<file path="config.mk">
export PLATFORM = sky130hd
export DESIGN_NAME = i2s_rx
export DESIGN_NICKNAME = d
export VERILOG_FILES = /design/src/rtl/i2s_rx.sv
export SDC_FILE = /design/constraint.sdc
export NUM_CORES = 1
export LEC_CHECK = 0
export CAP_MARGIN = 20
export CORE_ASPECT_RATIO = 1.1
export CORE_MARGIN = 3
export CORE_UTILIZATION = 59
export DETAILED_ROUTE_END_ITERATION = 12
export PLACE_DENSITY = 0.93
export SYNTH_ARGS = -nofsm -noshare
export SYNTH_HDL_FRONTEND = slang
export SYNTH_SLANG_ARGS = --single-unit
</file>
<file path="constraint.sdc">
create_clock -name clk -period 4.5 [get_ports clk]
set_clock_uncertainty 0.15 [all_clocks]
set_input_delay 0.675 -clock clk [delete_from_list [all_inputs] [get_ports clk]]
set_output_delay 0.675 -clock clk [all_outputs]
set_load 0.01 [all_outputs]
</file>
<file path="src/rtl/i2s_rx.sv">
// i2s_rx: I2S slave receiver oversampled in the clk domain, one parallel sample per slot.
// Build option I2S_RX_RIGHT_EN: when defined, right slots are emitted too (default is mono left).
module i2s_rx #(
  parameter int SAMPLE_W = 24,
  parameter int SLOT_W   = 32
) (
  input  logic                clk,
  input  logic                reset,
  input  logic                i2s_bclk,
  input  logic                i2s_lrclk,
  input  logic                i2s_sd,
  output logic [SAMPLE_W-1:0] sample_data,
  output logic                sample_right,
  output logic                sample_valid,
  output logic                frame_err
);
  // state | meaning
  // IDLE  | unsynchronised, waiting for a left-slot start
  // SHIFT | capturing data bits of the current slot
  // SKIP  | sample delivered, counting pad bits up to the slot end
  typedef enum logic [1:0] {IDLE, SHIFT, SKIP} state_t;

  localparam int CNT_W = $clog2(SLOT_W + 1);
  localparam logic [CNT_W-1:0] CNT_LAST = CNT_W'(SLOT_W - 1);
  localparam logic [CNT_W-1:0] CNT_CAP  = CNT_W'(SAMPLE_W);

`ifdef I2S_RX_RIGHT_EN
  localparam logic RIGHT_EN = 1'b1;
`else
  localparam logic RIGHT_EN = 1'b0;
`endif

  logic [2:0]          bclk_q, bclk_d;
  logic [1:0]          lr_sync_q, lr_sync_d;
  logic [1:0]          sd_sync_q, sd_sync_d;
  logic                lr_prev_q, lr_prev_d;
  state_t              state_q, state_d;
  logic [CNT_W-1:0]    bit_cnt_q, bit_cnt_d;
  logic [SAMPLE_W-1:0] shift_q, shift_d;
  logic                chan_q, chan_d;
  logic                cap_pend_q, cap_pend_d;
  logic                pend_right_q, pend_right_d;
  logic                err_pend_q, err_pend_d;
  logic [SAMPLE_W-1:0] sample_data_q, sample_data_d;
  logic                sample_right_q, sample_right_d;
  logic                sample_valid_q, sample_valid_d;
  logic                frame_err_q, frame_err_d;

  logic                bclk_rise, lr_s, sd_s, lr_chg, cap_ok;
  logic [CNT_W-1:0]    cnt_inc;
  logic [SAMPLE_W-1:0] shift_nxt;

  assign bclk_rise = bclk_q[1] & ~bclk_q[2];
  assign lr_s      = lr_sync_q[1];
  assign sd_s      = sd_sync_q[1];
  assign lr_chg    = lr_s ^ lr_prev_q;
  assign cap_ok    = ~chan_q | RIGHT_EN;
  assign cnt_inc   = bit_cnt_q + CNT_W'(1);
  assign shift_nxt = SAMPLE_W'({shift_q, sd_s});

  always_comb begin
    bclk_d         = {bclk_q[1:0], i2s_bclk};
    lr_sync_d      = {lr_sync_q[0], i2s_lrclk};
    sd_sync_d      = {sd_sync_q[0], i2s_sd};
    lr_prev_d      = lr_prev_q;
    state_d        = state_q;
    bit_cnt_d      = bit_cnt_q;
    shift_d        = shift_q;
    chan_d         = chan_q;
    cap_pend_d     = 1'b0;
    pend_right_d   = pend_right_q;
    err_pend_d     = 1'b0;
    sample_data_d  = sample_data_q;
    sample_right_d = sample_right_q;
    sample_valid_d = cap_pend_q;
    frame_err_d    = err_pend_q;

    // Outputs trail the deciding bit-clock edge by one cycle.
    if (cap_pend_q) begin
      sample_data_d  = shift_q;
      sample_right_d = pend_right_q & RIGHT_EN;
    end

    if (bclk_rise) begin
      lr_prev_d = lr_s;
      case (state_q)
        IDLE: begin
          if (lr_chg && !lr_s) begin
            state_d   = SHIFT;
            bit_cnt_d = '0;
            chan_d    = 1'b0;
          end
        end
        SHIFT, SKIP: begin
          if (lr_chg) begin
            if (bit_cnt_q == CNT_LAST) begin
              // Only reachable in SHIFT when the sample fills the whole slot.
              if (state_q == SHIFT) begin
                shift_d      = shift_nxt;
                cap_pend_d   = cap_ok;
                pend_right_d = chan_q;
              end
              state_d   = SHIFT;
              bit_cnt_d = '0;
              chan_d    = lr_s;
            end else begin
              err_pend_d = 1'b1;
              state_d    = IDLE;
              bit_cnt_d  = '0;
            end
          end else if (bit_cnt_q == CNT_LAST) begin
            err_pend_d = 1'b1;
            state_d    = IDLE;
            bit_cnt_d  = '0;
          end else begin
            bit_cnt_d = cnt_inc;
            if (state_q == SHIFT) begin
              shift_d = shift_nxt;
              if (cnt_inc == CNT_CAP) begin
                cap_pend_d   = cap_ok;
                pend_right_d = chan_q;
                state_d      = SKIP;
              end
            end
          end
        end
        default: state_d = IDLE;
      endcase
    end
  end

  always_ff @(posedge clk) begin
    if (reset) begin
      bclk_q         <= '0;
      lr_sync_q      <= '0;
      sd_sync_q      <= '0;
      lr_prev_q      <= 1'b0;
      state_q        <= IDLE;
      bit_cnt_q      <= '0;
      shift_q        <= '0;
      chan_q         <= 1'b0;
      cap_pend_q     <= 1'b0;
      pend_right_q   <= 1'b0;
      err_pend_q     <= 1'b0;
      sample_data_q  <= '0;
      sample_right_q <= 1'b0;
      sample_valid_q <= 1'b0;
      frame_err_q    <= 1'b0;
    end else begin
      bclk_q         <= bclk_d;
      lr_sync_q      <= lr_sync_d;
      sd_sync_q      <= sd_sync_d;
      lr_prev_q      <= lr_prev_d;
      state_q        <= state_d;
      bit_cnt_q      <= bit_cnt_d;
      shift_q        <= shift_d;
      chan_q         <= chan_d;
      cap_pend_q     <= cap_pend_d;
      pend_right_q   <= pend_right_d;
      err_pend_q     <= err_pend_d;
      sample_data_q  <= sample_data_d;
      sample_right_q <= sample_right_d;
      sample_valid_q <= sample_valid_d;
      frame_err_q    <= frame_err_d;
    end
  end

  assign sample_data  = sample_data_q;
  assign sample_right = sample_right_q;
  assign sample_valid = sample_valid_q;
  assign frame_err    = frame_err_q;

endmodule
</file>
==> flow_summary.yaml <==
setup_path:
  arrival_ns: 3.07
  crit_buf_inv: 2
  crit_path_cell_trace: "ha_1 > nand3b_1 > nor2_1 > inv_1 > ha_1 > inv_1 > nand4_1 > nand2_1 > a21oi_1"
  criticalPathCategory: "register to register"
  slowest_stage: "nand4_1"
  critPathCaptureType: "register"
  crit_fanout: 24
  start_kind: "register"
  cpPeakStageDelay_ns: 0.79
  cpLargestDelayFamily: "simple AND/OR/NAND/NOR gates"
  required_ns: 4.58
cts:
  cts_setup_buffers: 0
  clock_path_buffers: 2
  cts_buffers: 9
  root_buffer: "clkbuf_8"
  clk_pin_slew_ns: 0.07
  hold_buffers: 0
  cts_sinks: 69
  cts_tree: "done"
  h-tree-depth: 3
  clkLatencyLatePin_ns: 0.34
  cts_resized: 0
power_and_ir_drop:
  sw_frac_of_total: 0.227
  power_switching_uw: 250
  power.leakage_uw: 0.00111
  seqPwrFrac: 0.558
  clkPwrFrac: 0.422
  combPwrFrac: 0.020
  irDropWorstVdd_mv: 0.271
  power.total_uw: 1100
  p_int_uw: 851
  powerDensity_mw_per_mm2: 348
global_routing:
  gr-total-overflow: 0
  grt_pass1_wl_mm: 8.42
  first_global_vias: 1914
  grt_use_total: 0.196
  grt_start_max_net_pins: 70
  antenna_found_initial: 0
detailed_routing:
  via_per_inst: 5.40
  via_count: 2048
  drt_iter0_markers: 160
  met3WireLength_um: 220
  drt_drc_violations_left: 0
  ant_nets: 0
  top_layer_used: "met4"
  met1Wirelength_mm: 2.21
  route.met2.wl_mm: 2.54
  first_pass_iters: 4
  wl_mm: 5.10
  avgRoutedWirePerCell_um: 13.4
synthesis:
  synth_edf_count: 0
  synth_area_mm2: 0.00267
  yosys_warnings: 0
  synth-main-ff-cell: "dfxtp_1"
  synth_top_family_by_area: "simple AND/OR/NAND/NOR gates"
  synthMuxAreaShare: 0.102
  yosysTopAreaCell: "dfxtp_1"
  synth-async-reset-ratio: 0
  yosys-top-cells-area: "dfxtp_1 52%, mux2i_1 9.4%, nand2_1 7.7%"
  synthXorXnorAreaFrac: 0
  syn_area_per_cell_um2: 9.09
  synth_adder_area_share: 0.0375
  yosys.area.top_type_share: 0.517
  seq_area_frac_synth: 0.517
  netlist_instances: 294
  synth_fp_nets: 307
  synth_compound_area_frac: 0.0820
  ys_types: 32
  ys_ff_latch: 69
  synthSimpleGateAreaFrac: 0.216
floorplan:
  fp.dieW_um: 70.2
  rows: 25
  dieHeight_um: 76.6
  coreArea_mm2: 0.00432
  ios: 32
  die_area_mm2: 0.00537
  start_util: 0.619
sta:
  min_period_over_period: 0.666
  rsz0062_at_grt: "no"
  worstMarginPinSlew_ns: 1.02
  finalSetupTns_ns: 0
  finalSetupViolCount: 0
  max_freq_mhz: 334
  holdWs_ns: 0.288
  relSlewSlack: 0.319
  period_needed_ns: 2.99
  final-hold-violation-count: 0
  slew_viol_final: 0
flow_run:
  max_cap_violations: 0
final_layout:
  fill_cells: 294
  synthToLayoutAreaGrowth_pct: 18.2
  final_util: 0.732
  nNetsFinal: 333
  diodes: 0
  drive_gt1_frac: 0.0769
min_path:
  hold_class: "register to register"
place:
  hpwlAfterDp_mm: 3.23
  io_buffer_count: 30
  gp_congestion: 0.813
run_status:
  outcome: "finished clean"
==> cells in the mapped netlist, types with 4 or more instances <==
master    instances
clkbuf_1          4
mux2i_1          25
o21ai_0           4
nor2_1           34
nor2b_1          12
nor3_1            5
inv_1             7
dfxtp_1          69
buf_2             6
nand2_1          55
ha_1              8
a21oi_1          34
==> per-layer routing <==
layer  vias up  global-route usage
li1       1028                   -
met1       955               0.228
met2        53               0.325
met3        12              0.0580
met4         0              0.0996
met5         -                   0
==> cell usage in the layout (no fill, tap or decap), drive strengths merged <==
master	n
a21oi	34
and3b	1
buf	3
clkbuf	11
clkdlybuf4s50	29
clkinv	4
clkinvlp	1
conb	1
dfxtp	69
ha	8
inv	7
mux2	2
mux2i	25
nand2	55
nand2b	1
nand3	3
nand3b	4
nand4	3
nand4b	1
nor2	35
nor2b	13
nor3	5
nor4	1
nor4b	1
o2111a	1
o211a	1
o21ai	4
o21bai	1
or4	1
==> worst register-to-register path, stage by stage, from the launching register on <==
cell and delay (ns):
dfxtp_1 0.41, ha_1 0.24, nand3b_1 0.15, nor2_1 0.16
inv_1 0.07, ha_1 0.33, inv_1 0.08, nand4_1 0.79
nand2_1 0.39, a21oi_1 0.12
==> through the flow <==
| step | cell area (µm²) | worst slack [ns] | std cells |
|---|---|---|---|
| finish | 3160 | 1.51 | 379 |
| global route | 3160 | 1.28 | 379 |
| CTS | 3140 | 1.46 | 378 |
| detailed placement | 2950 | 1.53 | 362 |
| global placement | 2950 | 1.77 | 362 |
| floorplan | 2670 | 2.45 | 294 |
==> power groups by stage <==
stage | clock network (µW) | logic (µW) | registers (µW)
CTS | 465 | 19.2 | 614
finish | 465 | 21.7 | 614
global placement | 0 | 18.6 | 628
detailed placement | 0 | 18.9 | 628
global route | 496 | 23.7 | 614
floorplan | 0 | 15.3 | 628
==> layout make-up <==
| type | count | area [µm²] | area share |
|---|---|---|---|
| clock buffer | 11 | 151 | 0.0479 |
| tap | 54 | 67.6 | 0.0214 |
| multi-input combinational | 201 | 1170 | 0.372 |
| sequential | 69 | 1380 | 0.437 |
| clock inverter | 5 | 35.0 | 0.0111 |
| timing repair buffer | 32 | 323 | 0.102 |
| inverter | 7 | 26.3 | 0.00832 |
==> flip-flops by register name, indices dropped and copies added (netlist names) <==
signal / count
sample_valid: 1
frame_err: 1
bit_cnt_q: 6
shift_q: 24
err_pend_q: 1
lr_prev_q: 1
cap_pend_q: 1
lr_sync_q: 2
state_q: 2
bclk_q: 3
sd_sync_q: 2
sample_data: 24
chan_q: 1
==> cells by family (layout without fill, tap and decap cells) <==
group                    after synthesis  after routing
multiplexers                          27             27
buffers and inverters                 24             55
flip-flops                            69             69
AO/OA/AOI/OAI                         41             41
adder cells (fa/ha/maj)                8              8
other                                  1              1
AND/OR/NAND/NOR                      124            124
==> final timing paths <==
| path | startpoint | endpoint | slack [ns] | cells past startpoint |
|---|---|---|---|---|
| setup / recovery | bit_cnt_q[0] | shift_q[16] | 1.51 | 9 |
| hold / removal | sd_sync_q[1] | shift_q[0] | 0.29 | 2 |
| setup reg to reg | bit_cnt_q[0] | shift_q[16] | 1.51 | 9 |
| hold reg to reg | sd_sync_q[1] | shift_q[0] | 0.29 | 2 |
(Power assumes the default switching activity.)
